## config.mk

```make
export PLATFORM = sky130hd
export DESIGN_NAME = input_debouncer
export DESIGN_NICKNAME = d
export VERILOG_FILES = /design/src/rtl/input_debouncer.sv
export SDC_FILE = /design/constraint.sdc
export NUM_CORES = 1
export LEC_CHECK = 0
export CAP_MARGIN = 10
export CORE_MARGIN = 4
export CORE_UTILIZATION = 50
export CTS_BUF_LIST = sky130_fd_sc_hd__clkbuf_4
export DETAILED_ROUTE_END_ITERATION = 7
export HOLD_SLACK_MARGIN = 0.08
export MAX_ROUTING_LAYER = met4
export PLACE_DENSITY = 0.8
export REMOVE_ABC_BUFFERS = 1
export SKIP_CTS_REPAIR_TIMING = 1
export SLEW_MARGIN = 20
export SYNTH_ARGS = -nofsm -noshare
export SYNTH_HDL_FRONTEND = slang
export SYNTH_SLANG_ARGS = --single-unit
```

## constraint.sdc

```tcl
create_clock -name clk -period 5.55 [get_ports clk]
set_clock_uncertainty 0.1 [all_clocks]
set_input_delay 1.11 -clock clk [delete_from_list [all_inputs] [get_ports clk]]
set_output_delay 1.11 -clock clk [all_outputs]
set_load 0.03 [all_outputs]
```

## src/rtl/input_debouncer.sv

```systemverilog
// input_debouncer
// Turns a raw asynchronous pin into a clean level in the clk domain. The pin
// goes through a SYNC_STAGES-deep synchronizer. A settle FSM then commits a
// new level only after the synchronized value has held for STABLE_CYCLES
// consecutive samples. Every qualification that is abandoned early is counted
// in a saturating diagnostic counter.
//
// Ports
//   clk         sole clock
//   reset       asynchronous, active-high reset
//   in          raw asynchronous pin
//   clr_glitch  synchronous clear of glitch_cnt (wins over a coincident abort)
//   out         debounced level (registered)
//   settling    high while a candidate level is being qualified (registered)
//   glitch_cnt  saturating count of aborted transitions (registered)
module input_debouncer #(
  parameter int unsigned SYNC_STAGES   = 2,
  parameter int unsigned STABLE_CYCLES = 1000,
  parameter int unsigned GLITCH_W      = 8
) (
  input  logic                clk,
  input  logic                reset,
  input  logic                in,
  input  logic                clr_glitch,
  output logic                out,
  output logic                settling,
  output logic [GLITCH_W-1:0] glitch_cnt
);

  localparam int unsigned         CNT_W      = $clog2(STABLE_CYCLES + 1);
  localparam logic [CNT_W-1:0]    CNT_LAST   = CNT_W'(STABLE_CYCLES - 1);
  localparam logic [GLITCH_W-1:0] GLITCH_MAX = '1;

  typedef enum logic [1:0] {
    STABLE_LOW,
    WAIT_HIGH,
    STABLE_HIGH,
    WAIT_LOW
  } state_t;

  logic [SYNC_STAGES-1:0] sync_q;
  logic                   s;

  state_t                 state_q, state_d;
  logic [CNT_W-1:0]       cnt_q, cnt_d;
  logic                   out_d;
  logic                   settling_d;
  logic [GLITCH_W-1:0]    glitch_d;
  logic                   abort;

  // Synchronizer chain; only the last stage is used downstream.
  always_ff @(posedge clk or posedge reset) begin
    if (reset) begin
      sync_q <= '0;
    end else begin
      sync_q <= {sync_q[SYNC_STAGES-2:0], in};
    end
  end

  assign s = sync_q[SYNC_STAGES-1];

  // State, qualification counter and registered outputs.
  always_ff @(posedge clk or posedge reset) begin
    if (reset) begin
      state_q    <= STABLE_LOW;
      cnt_q      <= '0;
      out        <= 1'b0;
      settling   <= 1'b0;
      glitch_cnt <= '0;
    end else begin
      state_q    <= state_d;
      cnt_q      <= cnt_d;
      out        <= out_d;
      settling   <= settling_d;
      glitch_cnt <= glitch_d;
    end
  end

  // Next-state, counter and output decode.
  always_comb begin
    state_d  = state_q;
    cnt_d    = cnt_q;
    out_d    = out;
    glitch_d = glitch_cnt;
    abort    = 1'b0;

    case (state_q)
      STABLE_LOW: begin
        if (s) begin
          // A one-cycle qualification window commits on the first sample.
          if (STABLE_CYCLES == 1) begin
            out_d   = 1'b1;
            state_d = STABLE_HIGH;
          end else begin
            state_d = WAIT_HIGH;
            cnt_d   = CNT_W'(1);
          end
        end
      end

      WAIT_HIGH: begin
        if (s) begin
          if (cnt_q == CNT_LAST) begin
            out_d   = 1'b1;
            state_d = STABLE_HIGH;
            cnt_d   = '0;
          end else begin
            cnt_d = cnt_q + CNT_W'(1);
          end
        end else begin
          abort   = 1'b1;
          state_d = STABLE_LOW;
          cnt_d   = '0;
        end
      end

      STABLE_HIGH: begin
        if (!s) begin
          if (STABLE_CYCLES == 1) begin
            out_d   = 1'b0;
            state_d = STABLE_LOW;
          end else begin
            state_d = WAIT_LOW;
            cnt_d   = CNT_W'(1);
          end
        end
      end

      WAIT_LOW: begin
        if (!s) begin
          if (cnt_q == CNT_LAST) begin
            out_d   = 1'b0;
            state_d = STABLE_LOW;
            cnt_d   = '0;
          end else begin
            cnt_d = cnt_q + CNT_W'(1);
          end
        end else begin
          abort   = 1'b1;
          state_d = STABLE_HIGH;
          cnt_d   = '0;
        end
      end

      default: begin
        state_d = STABLE_LOW;
        cnt_d   = '0;
      end
    endcase

    // Clear has priority over a coincident abort; the count never wraps.
    if (clr_glitch) begin
      glitch_d = '0;
    end else if (abort && (glitch_cnt != GLITCH_MAX)) begin
      glitch_d = glitch_cnt + GLITCH_W'(1);
    end

    settling_d = (state_d == WAIT_HIGH) || (state_d == WAIT_LOW);
  end

endmodule

```

==> metrics.cfg, run 1 <==
[power_and_ir_drop]
p_seq_share_pct=64.6
pwr-share-clk_pct=25.4
intPower_uw=216
peakVddDrop_mv=0.120
p_switching_uw=69.5
p_leak_nw=0.561
switching_share_pct=24.3
combPwrFrac_pct=10.0
p_per_area_mw_per_mm2=208

[drt]
post_drt_wl_per_cell_um=14.7
ant_nets=0
via_per_inst=6.13
num_vias=974
routed_wl_mm=2.34
first_pass_iters=4
drt-initial-drc-count=15
drc=0

[worst_setup_path]
cp.buffers_inverters=1
worstSetupEndpointType=primary output
cp_max_fo=7
cp_slowest_cell=clkdlybuf4s50_1
arrival_ps=1450
cpPeakStageDelay_ps=700
cp_top_family=buffers and inverters
reg2reg_slack_ps=3460
path_cells=clkdlybuf4s50_1
start_kind=flop
critical_path_class=flop to primary output
crit_required_ps=4340

[synth]
synth_area_mm2=0.00120
syn_inst=118
async_flop_share_pct=100
synth.most_common_cell=dfrtp_1
ys_top_cells_by_area=dfrtp_1, nand3_1, o21ai_0
synth_top_area_share_pct=49.8
synth_edf_count=0
yosys_warnings=0
synth_commonest_cells=dfrtp_1, nand2_1, nand3_1, nor2_1, o21ai_0
ys_ff_latch=24
synth_area_per_cell_um2=10.2
ys_types=40
synth_top_area_cell=dfrtp_1
synth_flop_cell=dfrtp_1
synth-seq-area-share_pct=49.8

[timing]
fmax_mhz=375
tightest_slew_ps=884
fin_crit_ps=2660
maxSlewHeadroom_pct=41.0
period_share_pct=48.0
setup_viol=0
whs_ps=267
final_hold_viol_count=0
fin_tns_setup_ps=0
grt_setup_unrepaired=no
drv_slew=0

[grt]
grt_util_all_layers_pct=16.1
grt_pass1_vias=935
grt_pass1_wl_mm=4.10
grt_max_degree=25
antenna_found_initial=0
overflow=0

[placed_design]
routabilityCongestion=0.867
place.port_buffers=13
dp_hpwl_mm=1.72

[final_layout]
antennaDiodeCount=0
area_growth_syn_to_layout_pct=13.9
nNetsFinal=139
drive_above_1_share_pct=6.11
fillers=201

[clock_network]
clk_path_buf_depth=2
clock-root-buffer=clkbuf_4
cts_htree_levels=1
clk_pin_slew_ps=110
numCtsBuffers=3
cts_num_sinks=24
clkLatencyLatePin_ps=300
cts_tree=built

[die]
start_util_pct=53.4
die_h_um=57.1
core_area_mm2=0.00225
fp.dieW_um=57.1
pin_count=14
die_area_mm2=0.00326
rows=17

[run_status]
outcome=finished clean

[worst_hold_path]
hold_path.class=flop to flop

[flow_run]
maxCapViolations=0

## power by group through the flow
stage	Clock (mW)	Combinational, mW	Sequential [mW]
final	0.0725	0.0286	0.185
after global routing	0.0851	0.0317	0.185
after CTS	0.0768	0.0288	0.184
after detailed placement	0	0.0288	0.188
after global placement	0	0.0280	0.188
after floorplan	0	0.0167	0.190
## flip-flops by register name, summed over array words and instances, names as in the netlist
register and count:
cnt_q 10, out 1, state_q 2, glitch_cnt 8, settling 1, sync_q 2
## placed cells by master, fill, tap and decap left out, types with 2 or more instances in the layout
cell type	count
nand2_1	9
ha_1	2
nand4_1	5
a21oi_1	6
clkbuf_4	3
xor2_1	4
nor2_1	8
dfrtp_1	24
and3_1	2
nor3_1	2
o31ai_1	2
clkdlybuf4s50_1	13
nor4_1	2
or3_1	3
nand3_1	8
a31oi_1	3
or4_1	3
o21ai_0	8
inv_1	4
## per-layer routing
| metal | wire length [um] | global-route usage, % | up-vias |
|---|---|---|---|
| li1 | - | - | 471 |
| met1 | 1080 | 21.5 | 460 |
| met5 | 0 | - | - |
| met2 | 1110 | 24.3 | 35 |
| met4 | 34 | 6.62 | 0 |
| met3 | 107 | 2.71 | 8 |
## per-stage QoR
stage	setup slack [ps]	power (mW)	instance area (um2)	utilization [%]	instances
final	2890	0.286	1370	60.9	159
after global routing	2810	0.302	1370	60.9	159
after global placement	3230	0.216	1350	59.9	156
after detailed placement	3220	0.217	1350	59.9	156
after floorplan	3640	0.206	1180	-	115
after CTS	2860	0.290	1370	60.9	159
## final timing paths
kind | cells past startpoint | start | to
max | 1 | glitch_cnt[3] | glitch_cnt[3]
min | 0 | sync_q[0] | sync_q[1]
max in group asynchronous | 2 | reset | glitch_cnt[2]
min in group asynchronous | 2 | reset | cnt_q[8]
max reg2reg | 5 | cnt_q[0] | cnt_q[4]
min reg2reg | 0 | sync_q[0] | sync_q[1]
## cell type report
class	count	area, um2	area share (%)
Clock buffer	3	22.5	1.64
Sequential cell	24	601	43.8
Timing Repair Buffer	13	130	9.48
Multi-Input combinational cell	87	569	41.5
Inverter	4	15.0	1.09
Tap cell	28	35.0	2.55
## logic make-up (layout without fill, tap and decap cells)
group / count (synthesis) / count (layout) / share of synthesized area, %
muxes: 2 / 2 / 1.77
buffers and inverters: 7 / 20 / 2.91
DFF: 24 / 24 / 49.8
xor gates and xnor gates: 6 / 6 / 5.92
and+or+nand+nor: 47 / 47 / 21.1
AOI/OAI and AO/OA: 30 / 30 / 16.4
adders and majority gates: 2 / 2 / 2.08
Note: power is estimated with default switching activity, not from simulation.
==> run 2: changes to the inputs <==
==> constraint.sdc (replaced) <==
create_clock -name clk -period 2.6 [get_ports clk]
set_clock_uncertainty 0.1 [all_clocks]
set_input_delay 0.52 -clock clk [delete_from_list [all_inputs] [get_ports clk]]
set_output_delay 0.52 -clock clk [all_outputs]
set_load 0.03 [all_outputs]
==> run 2 against run 1 <==
Die area unchanged. Via count grew 0.92%. Worst hold slack better by 14 ps. First-iteration DRC count rose to 3.5 times the previous value. Worst setup slack got worse by 2400 ps. Final cell count up 0.63%. Final area rose by 0.55%. Non-clock buffer count is 1 higher. Sequential cell count did not move. Register-to-register slack got worse by 2900 ps. Highest routed layer unchanged.
==> metrics.cfg, run 2 (synthesized netlist as in run 1, its figures left out) <==
[timing]
grt_setup_unrepaired=no
fin_crit_ps=2090
fin_tns_setup_ps=0
drv_slew=0
setup_viol=0
maxSlewHeadroom_pct=63.4
final_hold_viol_count=0
period_share_pct=80.5
fmax_mhz=478
tightest_slew_ps=546

[clock_network]
clock-root-buffer=clkbuf_4
numCtsBuffers=3
cts_tree=built
cts_num_sinks=24
clkLatencyLatePin_ps=300
clk_path_buf_depth=2
cts_htree_levels=1
clk_pin_slew_ps=120

[drt]
drc=0
first_pass_iters=4
routed_wl_mm=2.26
post_drt_wl_per_cell_um=14.1
ant_nets=0
num_vias=983
drt-initial-drc-count=53
via_per_inst=6.14

[grt]
grt_pass1_wl_mm=4.10
grt_pass1_vias=963
overflow=0
grt_util_all_layers_pct=16.1
antenna_found_initial=0
grt_max_degree=25

[placed_design]
routabilityCongestion=0.870
dp_hpwl_mm=1.65
place.port_buffers=13

[final_layout]
largest_reg_flops=10
layout_commonest_cell=dfrtp_1
regMostFlops=cnt_q
nNetsFinal=140
reg.largest.list=cnt_q x10, glitch_cnt x8
fin_util_pct=61.2
drive_above_1_share_pct=6.82
area_growth_syn_to_layout_pct=14.5
layout_common_cells=dfrtp_1, clkdlybuf4s50_1, nand2_1
antennaDiodeCount=0

[worst_setup_path]
critical_path_class=flop to primary output
arrival_ps=1470
cp_slowest_cell=clkdlybuf4s50_1
cpPeakStageDelay_ps=710
path_cells=clkdlybuf4s50_1
cp_max_fo=7
worstSetupEndpointType=primary output
cp.buffers_inverters=1
crit_required_ps=1980
cp_top_family=buffers and inverters
start_kind=flop

[power_and_ir_drop]
p_per_area_mw_per_mm2=443
peakVddDrop_mv=0.287
power.total_uw=611
p_leak_nw=0.566

[run_status]
outcome=finished clean

[die]
start_util_pct=53.4
die_h_um=57.1
pin_count=14
core_area_mm2=0.00225
rows=17
fp.dieW_um=57.1
die_area_mm2=0.00326

[worst_hold_path]
hold_path.class=flop to flop

[flow_run]
maxCapViolations=0

==> run 2: changes by cell type in the layout (fill, tap and decap cells not counted), sizes merged <==
cell,previous run,this run
buf,0,1
==> run 2: final cells by class <==
cell class / instances / area [um2]
inverter: 4 / 15.0
tap: 28 / 35.0
clock buffer: 3 / 22.5
fill: 203 / 875
sequential: 24 / 601
multi-input combinational: 87 / 569
timing repair buffer: 14 / 138
==> run 2: final timing paths <==
kind,startpoint,to,slack [ps],cells after the start
max reg2reg,cnt_q[0],cnt_q[4],550,5
min in group asynchronous,reset,settling,440,3
max,glitch_cnt[3],glitch_cnt[3],510,1
max in group asynchronous,reset,cnt_q[2],1730,3
min,sync_q[0],sync_q[1],280,0
min reg2reg,sync_q[0],sync_q[1],280,0
==> run 2: metrics by stage <==
| stage | hold WS, ps | setup WS [ps] | area [um2] | instances |
|---|---|---|---|---|
| 2_1_floorplan | 231 | 694 | 1180 | 115 |
| 3_3_place_gp | 243 | 619 | 1360 | 157 |
| 3_5_place_dp | 260 | 577 | 1360 | 157 |
| 4_1_cts | 289 | 494 | 1380 | 160 |
| 5_1_grt | 305 | 440 | 1380 | 160 |
| 6_report | 281 | 508 | 1380 | 160 |
==> run 2: worst register-to-register path: cells and delay by family, from the launching register on <==
family | cells | cell delay, ps
and+or+nand+nor | 2 | 830
DFF | 1 | 410
AOI/OAI and AO/OA | 2 | 390
adders and majority gates | 1 | 230
==> run 2: per-layer routing <==
| layer | part of all wire [%] | global-route usage [%] | vias up |
|---|---|---|---|
| met4 | 1.3 | 7.62 | 0 |
| met1 | 46 | 21.1 | 476 |
| met5 | 0 | - | - |
| met3 | 5.9 | 2.71 | 4 |
| li1 | - | - | 471 |
| met2 | 47 | 24.3 | 32 |
==> run 2: report_power, final <==
| part | switching [mW] | leakage, nW | internal, mW |
|---|---|---|---|
| sequential | 0.0108 | 0.322 | 0.383 |
| combinational | 0.0368 | 0.230 | 0.0251 |
| clock | 0.101 | 0.0138 | 0.0541 |
==> run 3: changes to the inputs <==
--- a/config.mk
+++ b/config.mk
@@ -12,7 +12,7 @@
 export DETAILED_ROUTE_END_ITERATION = 7
 export HOLD_SLACK_MARGIN = 0.08
 export MAX_ROUTING_LAYER = met4
-export PLACE_DENSITY = 0.8
+export PLACE_DENSITY = 0.83
 export REMOVE_ABC_BUFFERS = 1
 export SKIP_CTS_REPAIR_TIMING = 1
 export SLEW_MARGIN = 20
==> constraint.sdc (replaced) <==
create_clock -name clk -period 1.8 [get_ports clk]
set_clock_uncertainty 0.1 [all_clocks]
set_input_delay 0.36 -clock clk [delete_from_list [all_inputs] [get_ports clk]]
set_output_delay 0.36 -clock clk [all_outputs]
set_load 0.03 [all_outputs]
==> run 3 against run 2 <==
The run now ends with negative setup slack left. Core utilization is 13 points higher. Final cell count grew 12%. Sequential share of layout area fell by 7.6 points. Critical path depth grew 5. Register-to-register slack worse by 720 ps. Die area is the same. Largest power group unchanged. Global-route usage increased by 3.3 points. Critical path type is now flop to flop. Largest cell class is now multi-input gates.
==> metrics.cfg, run 3 (synthesized netlist as in run 1, its figures left out) <==
[die]
pin_count=14
core_area_mm2=0.00225
die_area_mm2=0.00326
start_util_pct=53.4
fp.dieW_um=57.1
die_h_um=57.1
rows=17

[final_layout]
drive_above_1_share_pct=25.2
reg.largest.list=cnt_q x10, glitch_cnt x8
final_area_mm2=0.00167
nNetsFinal=158
area_growth_syn_to_layout_pct=38.9
largest_reg_flops=10
layout_common_cells=dfrtp_1, buf_4, dlymetal6s2s_1
fin_util_pct=74.3
fillers=143
layout_commonest_cell=dfrtp_1
regMostFlops=cnt_q
fin_cells=179
antennaDiodeCount=0

[clock_network]
clk_pin_slew_ps=140
cts_num_sinks=24
clkLatencyLatePin_ps=340
cts_tree=built
numCtsBuffers=3
clk_path_buf_depth=2
cts_htree_levels=1
clock-root-buffer=clkbuf_4

[drt]
via_per_inst=6.69
routed_wl_mm=3.48
drc=0
drt-initial-drc-count=69
num_vias=1198
post_drt_wl_per_cell_um=19.5
ant_nets=0
first_pass_iters=4

[timing]
final_hold_viol_count=0
period_share_pct=109
fin_crit_ps=1970
tightest_slew_ps=418
drv_slew=0
fmax_mhz=508
whs_ps=247
maxSlewHeadroom_pct=71.9
setup_viol=9
setup_ws_ps=-170
fin_tns_setup_ps=-821
grt_setup_unrepaired=yes

[placed_design]
dp_slack_ps=-119
dpl_cell_area_mm2=0.00145
routabilityCongestion=0.941
dp.cells=169
place.port_buffers=13
dp_hpwl_mm=1.93

[flow_run]
maxCapViolations=0

[worst_setup_path]
worstSetupStartpoint=cnt_q[0]
reg2reg_slack_ps=-170
arrival_ps=2110
cp_max_fo=6
start_kind=flop
worstSetupEndpointType=flop
reg2reg_to=cnt_q[7]
cp-endpoint=cnt_q[7]
crit_required_ps=1940
critical_path_class=flop to flop
timing.rr.start=cnt_q[0]
r2r_cells=6

[run_status]
outcome=complete, but fails checks
violations=negative setup slack

[grt]
grt_pass1_vias=1034
grt_util_all_layers_pct=19.4
grt_pass1_wl_mm=4.80
antenna_found_initial=0
overflow=0
grt_max_degree=25

[power_and_ir_drop]
p_per_area_mw_per_mm2=675
peakVddDrop_mv=0.536
power.total_mw=1.13
p_leak_nw=0.880

[worst_hold_path]
hold_path.class=primary input to async pin

## run 3: changes by cell type in the layout (fill, tap and decap cells not counted), sizes merged
cell	change
bufinv	+1
dlymetal6s2s	+10
buf	+18
clkdlybuf4s50	-10
## run 3: area by class of cell
| cell class | count | area, um2 | share of cell area [%] |
|---|---|---|---|
| inverter | 4 | 15.0 | 0.897 |
| clock buffer | 3 | 22.5 | 1.35 |
| multi-input combinational | 87 | 657 | 39.2 |
| tap | 28 | 35.0 | 2.09 |
| clock inverter | 1 | 30.0 | 1.79 |
| timing repair buffer | 32 | 314 | 18.8 |
| sequential | 24 | 601 | 35.9 |
## run 3: how the worst min path moves through the flow
stage | startpoint | slack, ps | cells after the start | end
floorplan | sync_q[0] | 230 | 0 | sync_q[1]
global placement | sync_q[0] | 250 | 0 | sync_q[1]
detailed placement | sync_q[0] | 250 | 0 | sync_q[1]
CTS | reset | 260 | 3 | cnt_q[6]
global route | reset | 270 | 3 | cnt_q[6]
finish | reset | 250 | 3 | cnt_q[2]
## run 3: metal layers
| layer | global-route usage, % | up-vias | routed length (um) |
|---|---|---|---|
| met5 | - | - | 0 |
| met4 | 7.95 | 0 | 210 |
| met3 | 2.26 | 30 | 246 |
| met2 | 30.7 | 71 | 1660 |
| met1 | 25.4 | 580 | 1360 |
| li1 | - | 517 | - |
## run 3: critical path: stages, from the launching register on
cell and delay, ps:
dfrtp_1 400, ha_2 180, or3b_4 390, or3_4 440, buf_12 160, a31oi_4 130, a21oi_2 80
## run 3: power by group
part	total (mW)	internal, mW	switching [mW]
clock	0.405	0.226	0.179
combinational	0.157	0.0745	0.0821
sequential	0.568	0.554	0.0143
total	1.13	0.854	0.276
==> RTL change 1: new RTL, flow settings as in run 2 <==
`STABLE_CYCLES`: 1000 -> 2000.
--- a/src/rtl/input_debouncer.sv
+++ b/src/rtl/input_debouncer.sv
@@ -17,3 +17,3 @@
   parameter int unsigned SYNC_STAGES   = 2,
-  parameter int unsigned STABLE_CYCLES = 1000,
+  parameter int unsigned STABLE_CYCLES = 2000,
   parameter int unsigned GLITCH_W      = 8
Formal check against the unedited RTL: no difference found for any inputs over 10 cycles, from zero or initial values and one cycle with reset high; that may be too few to reach the edited logic, so the function may still have changed.
==> RTL change 1 against run 2 <==
  * Worst setup slack got worse by 0.038 ns
  * Utilization is 1.5 points lower
  * Design area grew 6.2%
  * Power increased by 10%
  * Die area is 5.3% higher
  * Sequential cell count is 1 higher
  * Synthesized area grew 6.2%
  * Wire length rose by 21%
  * Via count increased by 9.8%
  * Critical path type unchanged
==> RTL change 1: results (changes against run 2) <==
Seq/Total Area, Yosys -> 0.4888 (-0.009684)
status -> complete, no violations
nets -> 148 (+5.7%)
# fillers -> 204 (+0.49%)
yosys warns -> 0 (unchanged)
largest net degree at the start of global routing -> 26 (+4.0%)
RD Place Congestion -> 0.8126 (-6.6%)
Mean Syn Cell Area -> 10.08 um2 (-1.3%)
Worst-path clk slew -> 0.13 ns
clk buf depth -> 2 (unchanged)
hold_ws -> 0.2708 ns (-0.01014 ns)
CP top delay family -> buffers and inverters
Place WS -> 0.6260 ns (+0.04935 ns)
vias in the first global route -> 1026 (+6.5%)
detailed-route via count -> 1079 (+9.8%)
Crit Path Max Fanout -> 7 (unchanged)
Root Driver -> clkbuf_4
Worst VDD drop -> 0.3628 mV (+26%)
GRT Util Overall -> 0.1769 (+0.01591)
Post-Layout Cell Count -> 171 (+6.9%)
Crit-path slowest cell -> clkdlybuf4s50_1
top_reg_cell synth -> dfrtp_1
H-tree levels -> 1 (unchanged)
dpl hpwl -> 1953 um (+18%)
clk_lat worst skew -> 0.31 ns
Antenna Cells -> 0 (unchanged)
initial antenna violation count -> 0 (unchanged)
Synth top cells by count -> dfrtp_1, nand2_1, a21oi_1, a31oi_1, nand3_1
Pre-antenna DRT Iters -> 4 (unchanged)
final WL -> 2733 um (+21%)
Worst R2R Setup Slack -> 0.58 ns (+0.03 ns)
Hold Crit Class -> reg2reg
synth top area cells -> dfrtp_1, a21oi_1, a31oi_1
Num CTS Buffers -> 3 (unchanged)
biggest cell delay along the critical path -> 0.72 ns
input/output buffers -> 13 (unchanged)
CP arrival -> 1.51 ns (+0.04 ns)
first-pass GRT wire length -> 4554 um (+11%)
Lkg Pwr -> 0.0006050 uW (+6.9%)
Worst-Margin Slew -> 0.6859 ns (+0.1395 ns)
DR iter-0 viols -> 36 (-32%)
largest registers -> cnt_q x11, glitch_cnt x8
Yosys cell types -> 39 (-2.5%)
fraction of registers with async set/reset -> 1.000 (unchanged)
Post-DP Area -> 0.001435 mm2 (+5.7%)
layout cell share with drive strength beyond 1 -> 0.08511 (+0.01692)
fin crit share -> 0.8193 (+0.01470)
RTL change 1: area by class of cell:
type | count | area, um2 | share of cell area
Multi-Input combinational cell | 92 | 608.1 | 0.4150
Timing Repair Buffer | 15 | 145.1 | 0.09906
Inverter | 5 | 18.77 | 0.01281
Tap cell | 30 | 37.54 | 0.02562
Sequential cell | 25 | 625.6 | 0.4270
Clock buffer | 4 | 30.03 | 0.02050
RTL change 1: logic make-up after synthesis:
| group | share of synthesized area |
|---|---|
| adder cells (fa/ha/maj) | 0.01955 |
| buffers and inverters | 0.03616 |
| AO/OA/AOI/OAI | 0.1808 |
| multiplexers | 0.02541 |
| AND/OR/NAND/NOR | 0.2229 |
| flip-flops | 0.4888 |
| XOR/XNOR | 0.02640 |
RTL change 1: path summary, 6_finish.rpt:
path,from,end,cells after the start
setup / recovery,glitch_cnt[0],glitch_cnt[0],1
max in group asynchronous,reset,out,3
hold reg to reg,sync_q[0],sync_q[1],0
min in group asynchronous,reset,glitch_cnt[4],3
setup reg to reg,cnt_q[0],out,5
hold / removal,sync_q[0],sync_q[1],0
RTL change 1: routing by layer:
| layer | GRT usage | vias up | share of wire |
|---|---|---|---|
| li1 | - | 512 | - |
| met1 | 0.2250 | 538 | 0.46 |
| met2 | 0.2823 | 27 | 0.51 |
| met3 | 0.02412 | 2 | 0.028 |
| met4 | 0.07767 | 0 | 0.0084 |
| met5 | - | - | 0 |
RTL change 1: power breakdown:
| group | internal (uW) | switching, uW | total [uW] |
|---|---|---|---|
| Sequential | 404 | 17.1 | 421 |
| Clock | 70.3 | 114 | 184 |
| Combinational | 28.7 | 40.4 | 69.2 |
==> RTL change 2: new RTL, flow settings as in run 2 <==
Without the edit above. Put one more register stage on the output `glitch_cnt`, with the module's reset. The value now appears one clock later. The other outputs are not delayed to match. Comments in the files are not updated.
--- a/src/rtl/input_debouncer.sv
+++ b/src/rtl/input_debouncer.sv
@@ -40,2 +40,4 @@
 
+  logic [GLITCH_W-1:0] glitch_cnt_s0;
+
   logic [SYNC_STAGES-1:0] sync_q;
@@ -68,3 +70,3 @@
       settling   <= 1'b0;
-      glitch_cnt <= '0;
+      glitch_cnt_s0 <= '0;
     end else begin
@@ -74,3 +76,3 @@
       settling   <= settling_d;
-      glitch_cnt <= glitch_d;
+      glitch_cnt_s0 <= glitch_d;
     end
@@ -83,3 +85,3 @@
     out_d    = out;
-    glitch_d = glitch_cnt;
+    glitch_d = glitch_cnt_s0;
     abort    = 1'b0;
@@ -153,4 +155,4 @@
       glitch_d = '0;
-    end else if (abort && (glitch_cnt != GLITCH_MAX)) begin
-      glitch_d = glitch_cnt + GLITCH_W'(1);
+    end else if (abort && (glitch_cnt_s0 != GLITCH_MAX)) begin
+      glitch_d = glitch_cnt_s0 + GLITCH_W'(1);
     end
@@ -160,2 +162,10 @@
 
+  always_ff @(posedge clk or posedge reset) begin
+    if (reset) begin
+      glitch_cnt <= '0;
+    end else begin
+      glitch_cnt <= glitch_cnt_s0;
+    end
+  end
+
 endmodule
Function: changed (a bounded check fails within 10 cycles, from zero or initial values and one cycle with reset high).
==> RTL change 2 against run 2 <==
  * Wire length up 15%
  * Design area is 20% higher
  * Sequential cell count up 8
  * Combinational power down 5.8%
  * Utilization decreased by 0.57 points
  * Non-clock buffer count unchanged
  * Critical endpoint is now glitch_cnt_s0[7]
  * Critical path depth increased by 3
  * Global-route usage rose by 0.40 points
  * Largest power group unchanged
  * Sequential power rose by 31%
  * Worst setup slack better by 0.025 ns
  * Power rose by 56%
  * Sequential share of layout area grew 4.8 points
  * Synthesized area rose by 18%
==> RTL change 2: results (changes against run 2) <==
Reg-to-Reg Start -> state_q[1]
per-cell routed wire length -> 14.46 um (+2.5%)
CP arrival -> 2.23 ns (+0.76 ns)
largest net degree at the start of global routing -> 33 (+32%)
Crit-path slowest cell -> or4_1
Post-Synth XOR/XNOR Area -> 0.02980 (-0.02939)
Yosys cell types -> 34 (-15%)
mux share of post-synthesis cell area -> 0.02980 (+0.01215)
largest registers -> cnt_q x10, glitch_cnt x8, glitch_cnt_s0 x8
biggest cell delay along the critical path -> 0.52 ns (-0.19 ns)
layout cell share with drive strength beyond 1 -> 0.1141 (+0.04591)
nets -> 154 (+10%)
complex-gate fraction of the synthesized area -> 0.1358 (-0.02822)
Synth top cells by count -> dfrtp_1, nor2_1, nor3_1
Lkg Pwr -> 0.0007431 uW (+31%)
GRT Util Overall -> 0.1649 (+0.003954)
synth top area cells -> dfrtp_1, nor2_1, nand4_1
Seq/Total Area, Yosys -> 0.5609 (+0.06247)
Crit Path Max Fanout -> 14 (+7)
first-pass GRT wire length -> 4298 um (+4.9%)
RD Place Congestion -> 0.9027 (+3.7%)
status -> complete, no violations
Worst R2R Setup Slack -> 0.53 ns (-0.02 ns)
worst r2r dst -> glitch_cnt_s0[7]
DR iter-0 viols -> 57 (+7.5%)
slew margin rel. -> 0.6241 (-0.01021)
CP top delay family -> simple AND/OR/NAND/NOR gates
Num CTS Buffers -> 5 (+2)
H-tree levels -> 2 (+1)
R2R cell count -> 4 (-1)
-- RTL change 2: changes by cell type in the layout (fill, tap and decap cells not counted), moves of 3 or more --
| cell | change |
|---|---|
| dfrtp_1 | +8 |
| nor3_1 | +5 |
| a22o_1 | +3 |
| clkbuf_4 | +3 |
| nand2_1 | -3 |
| nand3_1 | -3 |
| nor2_1 | +3 |
-- RTL change 2: power by group --
| part | switching, uW | total (uW) | leakage [uW] | internal, uW |
|---|---|---|---|---|
| registers | 10.4 | 518 | 0.000433 | 508 |
| logic | 35.6 | 58.3 | 0.000264 | 22.8 |
| clock network | 167 | 378 | 0.0000456 | 212 |
| total | 212 | 955 | 0.000743 | 743 |
-- RTL change 2: cell families after synthesis --
group | after synthesis
simple gates | 50
mux | 4
compound gates | 29
xor+xnor | 4
buf+inv | 11
fa+ha+maj | 2
flops | 32
-- RTL change 2: routing by layer --
| layer | global-route usage | share of wire | up-vias |
|---|---|---|---|
| met5 | - | 0 | - |
| met4 | 0.07273 | 0.018 | 0 |
| met3 | 0.05660 | 0.086 | 8 |
| met2 | 0.2311 | 0.46 | 44 |
| met1 | 0.2168 | 0.44 | 517 |
| li1 | - | - | 529 |
-- RTL change 2: final cells by class --
| cell class | instances | area (um2) |
|---|---|---|
| Clock inverter | 2 | 35.03 |
| Clock buffer | 6 | 45.04 |
| Tap cell | 31 | 38.79 |
| Sequential cell | 32 | 800.8 |
| Inverter | 6 | 22.52 |
| Timing Repair Buffer | 14 | 137.6 |
| Multi-Input combinational cell | 89 | 578.1 |
| Fill cell | 214 | 1076 |
-- RTL change 2: how the worst max path moves through the flow --
stage	startpoint	endpoint	slack [ns]
detailed placement	state_q[1]	glitch_cnt_s0[5]	0.57
global route	state_q[1]	glitch_cnt_s0[7]	0.41
finish	state_q[1]	glitch_cnt_s0[7]	0.53
global placement	state_q[1]	glitch_cnt_s0[5]	0.69
floorplan	state_q[1]	glitch_cnt_s0[7]	0.81
CTS	state_q[1]	glitch_cnt_s0[5]	0.54
-- RTL change 2: metrics by stage --
stage	setup slack [ns]	util	instances	cell area, um2	hold WS (ns)
finish	0.5334	0.6064	180	1658	0.2581
global route	0.4067	0.6064	180	1658	0.2616
CTS	0.5428	0.6064	180	1658	0.2576
detailed placement	0.5698	0.5771	172	1578	0.2364
global placement	0.6936	0.5771	172	1578	0.2345
floorplan	0.8055	-	127	1401	0.2312
